### src/rtl/spi_load_master.sv
// SPI master for the PULPino SPI-slave load protocol: command 0x02, 32-bit address, then 32-bit words.
// Define SPI_LOAD_MASTER_QPI_EN to build quad-lane support (QEN/GAP states, qpi_on flag, sdo[3:1]).
module spi_load_master #(
  parameter int unsigned CLK_DIV  = 2,
  parameter int unsigned NW_WIDTH = 16
) (
  input  logic                clk,
  input  logic                rst,
  input  logic                start_i,
  input  logic [31:0]         addr_i,
  input  logic [NW_WIDTH-1:0] nwords_i,
  input  logic                qpi_i,
  input  logic [31:0]         wdata_i,
  input  logic                wvalid_i,
  output logic                wready_o,
  output logic                busy_o,
  output logic                done_o,
  output logic                spi_sck_o,
  output logic                spi_csn_o,
  output logic [3:0]          spi_sdo_o
);

  typedef enum logic [3:0] {IDLE, QEN, GAP, CMD, ADDR, DATA, WAIT, END, DONE} state_e;

  localparam logic [9:0]  HALF_LAST = 10'(CLK_DIV - 1);
  localparam logic [9:0]  GAP_LAST  = 10'(4 * CLK_DIV - 1);
  localparam logic [31:0] CMD_WORD  = 32'h0200_0000;
  localparam logic [31:0] QEN_WORD  = 32'h0101_0000;

  state_e              state_q, state_d;
  logic [9:0]          tmr_q, tmr_d;
  logic                sck_q, sck_d;
  logic                tail_q, tail_d;
  logic [4:0]          cnt_q, cnt_d;
  logic [31:0]         sh_q, sh_d;
  logic [31:0]         addr_q, addr_d;
  logic [NW_WIDTH-1:0] words_q, words_d;
  logic                quad;
  logic                load_word;
  logic                selected;
  logic [4:0]          cmd_last;
  logic [4:0]          word_last;

`ifdef SPI_LOAD_MASTER_QPI_EN
  logic qpi_on_q, qpi_on_d;
  assign quad = qpi_on_q && (state_q != QEN);
`else
  logic unused_qpi;
  assign unused_qpi = qpi_i;
  assign quad       = 1'b0;
`endif

  assign cmd_last  = quad ? 5'd1 : 5'd7;
  assign word_last = quad ? 5'd7 : 5'd31;

  always_comb begin
    state_d   = state_q;
    tmr_d     = tmr_q;
    sck_d     = sck_q;
    tail_d    = tail_q;
    cnt_d     = cnt_q;
    sh_d      = sh_q;
    addr_d    = addr_q;
    words_d   = words_q;
    load_word = 1'b0;
`ifdef SPI_LOAD_MASTER_QPI_EN
    qpi_on_d  = qpi_on_q;
`endif
    unique case (state_q)
      IDLE: begin
        if (start_i) begin
          addr_d  = addr_i;
          words_d = nwords_i;
          tmr_d   = '0;
          sck_d   = 1'b0;
          tail_d  = 1'b0;
`ifdef SPI_LOAD_MASTER_QPI_EN
          if (qpi_i && !qpi_on_q) begin
            state_d = QEN;
            sh_d    = QEN_WORD;
            cnt_d   = 5'd15;
          end else
`endif
          begin
            state_d = CMD;
            sh_d    = CMD_WORD;
            cnt_d   = cmd_last;
          end
        end
      end
      QEN, CMD, ADDR, DATA: begin
        tmr_d = tmr_q + 10'd1;
        if (tmr_q == HALF_LAST) begin
          tmr_d = '0;
          if (!sck_q) begin
            // tail_q marks the extra low half after the final falling edge, with CSN still low
            if (tail_q) begin
              tail_d = 1'b0;
              if (state_q == QEN) begin
                state_d = GAP;
`ifdef SPI_LOAD_MASTER_QPI_EN
                qpi_on_d = 1'b1;
`endif
              end else begin
                state_d = END;
              end
            end else begin
              sck_d = 1'b1;
            end
          end else begin
            sck_d = 1'b0;
            if (cnt_q != '0) begin
              cnt_d = cnt_q - 5'd1;
              sh_d  = quad ? {sh_q[27:0], 4'b0000} : {sh_q[30:0], 1'b0};
            end else if (state_q == QEN) begin
              tail_d = 1'b1;
            end else if (state_q == CMD) begin
              state_d = ADDR;
              sh_d    = addr_q;
              cnt_d   = word_last;
            end else if (words_q == '0) begin
              tail_d = 1'b1;
            end else if (wvalid_i) begin
              load_word = 1'b1;
            end else begin
              state_d = WAIT;
            end
          end
        end
      end
      WAIT: begin
        tmr_d     = '0;
        sck_d     = 1'b0;
        load_word = wvalid_i;
      end
`ifdef SPI_LOAD_MASTER_QPI_EN
      GAP: begin
        tmr_d = tmr_q + 10'd1;
        if (tmr_q == GAP_LAST) begin
          tmr_d   = '0;
          state_d = CMD;
          sh_d    = CMD_WORD;
          cnt_d   = cmd_last;
        end
      end
`endif
      END:     state_d = DONE;
      DONE:    state_d = IDLE;
      default: state_d = IDLE;
    endcase
    if (load_word) begin
      state_d = DATA;
      sh_d    = wdata_i;
      cnt_d   = word_last;
      words_d = words_q - NW_WIDTH'(1);
    end
  end

  always_ff @(posedge clk) begin
    if (rst) begin
      state_q  <= IDLE;
      tmr_q    <= '0;
      sck_q    <= 1'b0;
      tail_q   <= 1'b0;
      cnt_q    <= '0;
      sh_q     <= '0;
      addr_q   <= '0;
      words_q  <= '0;
`ifdef SPI_LOAD_MASTER_QPI_EN
      qpi_on_q <= 1'b0;
`endif
    end else begin
      state_q  <= state_d;
      tmr_q    <= tmr_d;
      sck_q    <= sck_d;
      tail_q   <= tail_d;
      cnt_q    <= cnt_d;
      sh_q     <= sh_d;
      addr_q   <= addr_d;
      words_q  <= words_d;
`ifdef SPI_LOAD_MASTER_QPI_EN
      qpi_on_q <= qpi_on_d;
`endif
    end
  end

  assign selected  = (state_q == QEN) || (state_q == CMD) || (state_q == ADDR) ||
                     (state_q == DATA) || (state_q == WAIT);
  assign wready_o  = load_word;
  assign busy_o    = (state_q != IDLE) && (state_q != DONE);
  assign done_o    = (state_q == DONE);
  assign spi_sck_o = sck_q;
  assign spi_csn_o = !selected;

  always_comb begin
    spi_sdo_o = '0;
    if (selected) begin
      if (quad) spi_sdo_o = sh_q[31:28];
      else      spi_sdo_o[0] = sh_q[31];
    end
  end

endmodule

### config.mk
export PLATFORM = sky130hd
export DESIGN_NAME = spi_load_master
export DESIGN_NICKNAME = d
export VERILOG_FILES = /design/src/rtl/spi_load_master.sv
export SDC_FILE = /design/constraint.sdc
export NUM_CORES = 1
export LEC_CHECK = 0
export ABC_CLOCK_PERIOD_IN_PS = 5400
export BUFFER_PORTS_ARGS = -buffer_cell sky130_fd_sc_hd__buf_2
export CORE_MARGIN = 2
export CORE_UTILIZATION = 55
export DETAILED_ROUTE_END_ITERATION = 16
export PLACE_DENSITY = 0.79
export RECOVER_POWER = 50
export SYNTH_ARGS = -nofsm -noshare
export SYNTH_HDL_FRONTEND = slang
export SYNTH_SLANG_ARGS = --single-unit
### constraint.sdc
create_clock -name clk -period 5.4 [get_ports clk]
set_input_delay 0.27 -clock clk [delete_from_list [all_inputs] [get_ports clk]]
set_output_delay 0.27 -clock clk [all_outputs]
set_load 0.01 [all_outputs]
==> out/qor.csv <==
metric,value,unit
dr.pass1.iters,5,
syn_inst,679,
ys_seq_area_frac,0.3975,
drv_cap,1,
worstPathMaxFanout,48,
status,"finished, violations left",
irDropWorstVdd,0.0002684,V
ys_ff_latch,101,
drv_slew,49,
start_util,0.5584,
fin_crit,3.482,ns
async_flop_share,0,
skew,0.01368,ns
hpwl,8457,µm
antenna_cells,0,
path_clk_slew,0.10,ns
fin_crit_sh,0.6449,
grt_pass1_wl,21800,µm
hold_path_depth,3,
cts_made_buffers,9,
p_sw,1.358,mW
grt_overflow_total,0,
hold_viol,0,
placed_area,5504,µm²
tightest_slew,1.910,ns
cts_hold_buf,0,
cts.sinks,101,
yosys_warnings,0,
comb_power_share,0.467,
rows,35,
routedWlPerCell,15.53,µm
antenna_found_initial,0,
violations,"max-capacitance violations, max-slew violations",
clock-root-buffer,clkbuf_8,
route.detailed.drc,0,
seq_power_share,0.369,
drtIter0Drc,375,
globalplace.congestion,0.9389,
chipHeight,100.2,µm
die_w,100.2,µm
grt_max_degree,76,
drt-vias-per-instance,5.972,
area_growth,11.98,%
reg2reg_depth,5,
cts_tree,yes,
die_area,10030,µm²
num_io_pins,94,
nets,825,
cts_resized,0,
avgSynthCellArea,7.491,µm²
sw_frac_of_total,0.4417,
detail-route-antenna-nets,0,
finalSetupTns,0,ns
synth_edf_count,0,
crit_arrival,3.71,ns
rsz0062_at_grt,no,
total_power,3.075,mW
coreArea,9109,µm²
finalSetupViolCount,0,
p_leak,2.366,nW
fin_area,5695,µm²
grt_usage,0.2642,
nFillCells,856,
crit_type,reg -> reg,
clkLatencyLatePin,0.37,ns
cp-end-kind,flop,
critical_path_required,5.63,ns
clock_path_buffers,2,
powerDensity,539.9,nW/µm²
clkPwrFrac,0.164,
startpoint_type,flop,
htree_levels,3,
cts_setup_buffers,0,
intPower,1.717,mW
max-slew-margin-rel,-0.2772,
ys.flop_type,dfxtp_1,
drive_above_1_share,0.1703,
max_freq,287.2,MHz
drt_wl_total,13220,µm
io_buffers,89,
vias,5082,
grt_pass1_vias,4781,
synth.distinct_cells,61,
hp-class,in -> reg,
netlist_area,5086,µm²
[through the flow]
stage | setup WS (ns) | cells | utilization | hold slack, ns
4_1_cts | 2.051 | 851 | 0.6271 | 0.1199
2_1_floorplan | 2.818 | 681 | - | 0.4060
3_3_place_gp | 2.272 | 835 | 0.6043 | 0.4410
6_report | 1.918 | 851 | 0.6253 | 0.1287
3_5_place_dp | 2.182 | 835 | 0.6043 | 0.4481
5_1_grt | 1.609 | 851 | 0.6253 | 0.1151
[registers in the layout, indices dropped and copies added (netlist names)]
signal,flops
spi_sck_o,1
addr_q,32
tmr_q,10
sh_q,32
cnt_q,5
words_q,16
state_q,4
tail_q,1
[placed cells by master (no fill, tap or decap), drive strengths merged, types with 7 or more instances in the layout]
master  Yosys  layout
a221oi     32      32
or2         7       7
a211oi      9       9
inv        11      13
dfxtp     101     101
or3        11      11
nor3       39      39
nor2       66      66
clkbuf     35      15
nand2     177     177
o21ai      13      13
buf        17      90
a21oi      58      58
a31oi       9       9
[logic make-up (layout without fill, tap and decap cells)]
| group | after synthesis | count (layout) | synth area share |
|---|---|---|---|
| compound gates | 159 | 159 | 0.2143 |
| xor+xnor | 7 | 7 | 0.01205 |
| fa+ha+maj | 5 | 5 | 0.01230 |
| buf+inv | 63 | 122 | 0.05215 |
| flops | 101 | 101 | 0.3975 |
| mux | 4 | 4 | 0.008364 |
| other cells | 1 | 3 | 0.0007373 |
| simple gates | 339 | 339 | 0.3026 |
[critical path, stage by stage (launching register included)]
cell and delay (ns):
dfxtp_1 0.45, nor2_1 0.48, nand3_1 1.44, and2_1 0.71, a22oi_1 0.16, a21oi_1 0.08
[Yosys cell counts, drive strengths merged (2+ instances only)]
library cell,number,share of area
o311ai,2,0.0034
o22ai,4,0.0049
dfxtp,101,0.40
clkbuf,35,0.026
nor3,39,0.039
a21oi,58,0.057
or2,7,0.0086
o21ai,13,0.013
a32oi,2,0.0034
nor4,2,0.0025
nor4b,2,0.0093
a221oi,32,0.055
nand2,177,0.13
mux2i,2,0.0039
o21a,3,0.0044
o2111ai,2,0.0034
or4,6,0.0089
buf,17,0.018
a31oi,9,0.011
mux2,2,0.0044
a311oi,4,0.0069
nand2b,4,0.0049
and2,3,0.0037
a211oi,9,0.017
ha,5,0.012
nor2,66,0.052
a22oi,4,0.0059
inv,11,0.0081
nand4,6,0.0074
xor2,6,0.010
a211o,3,0.0052
or3,11,0.014
nand3,4,0.0039
and3,6,0.0074
o211ai,5,0.0074
or4b,2,0.0039
[worst paths after layout]
kind / startpoint / end / slack, ns
setup / recovery: state_q[0]$_SDFFE_PP0P_ / words_q[12]$_SDFFE_PP0P_ / 1.92
hold reg to reg: addr_q[23]$_SDFFE_PP0P_ / addr_q[23]$_SDFFE_PP0P_ / 0.46
setup reg to reg: state_q[0]$_SDFFE_PP0P_ / words_q[12]$_SDFFE_PP0P_ / 1.92
hold / removal: addr_i[17] / addr_q[17]$_SDFFE_PP0P_ / 0.13
[per-layer routing]
metal	GRT usage	routed length (µm)
met1	0.3514	5878
met2	0.4249	6149
met3	0.04387	804
met5	0	0
met4	0.1138	383
[power groups by stage]
stage          Clock, mW  Sequential [mW]  Combinational [mW]
2_1_floorplan          0             1.09                1.15
3_3_place_gp           0             1.13                1.37
3_5_place_dp           0             1.14                1.42
4_1_cts            0.513             1.13                1.43
5_1_grt            0.544             1.16                1.62
6_report           0.505             1.13                1.44
[area by class of cell]
class | instances | area, µm² | share of cell area
multi-input cells | 517 | 2801 | 0.4919
flip-flops and latches | 101 | 2022 | 0.3550
repair buffers | 95 | 484.2 | 0.08502
well taps | 111 | 138.9 | 0.02438
clock buffers | 10 | 137.6 | 0.02417
clock inverters | 6 | 70.07 | 0.01230
inverters | 11 | 41.29 | 0.007250
Note: power is estimated with default switching activity, not from simulation.
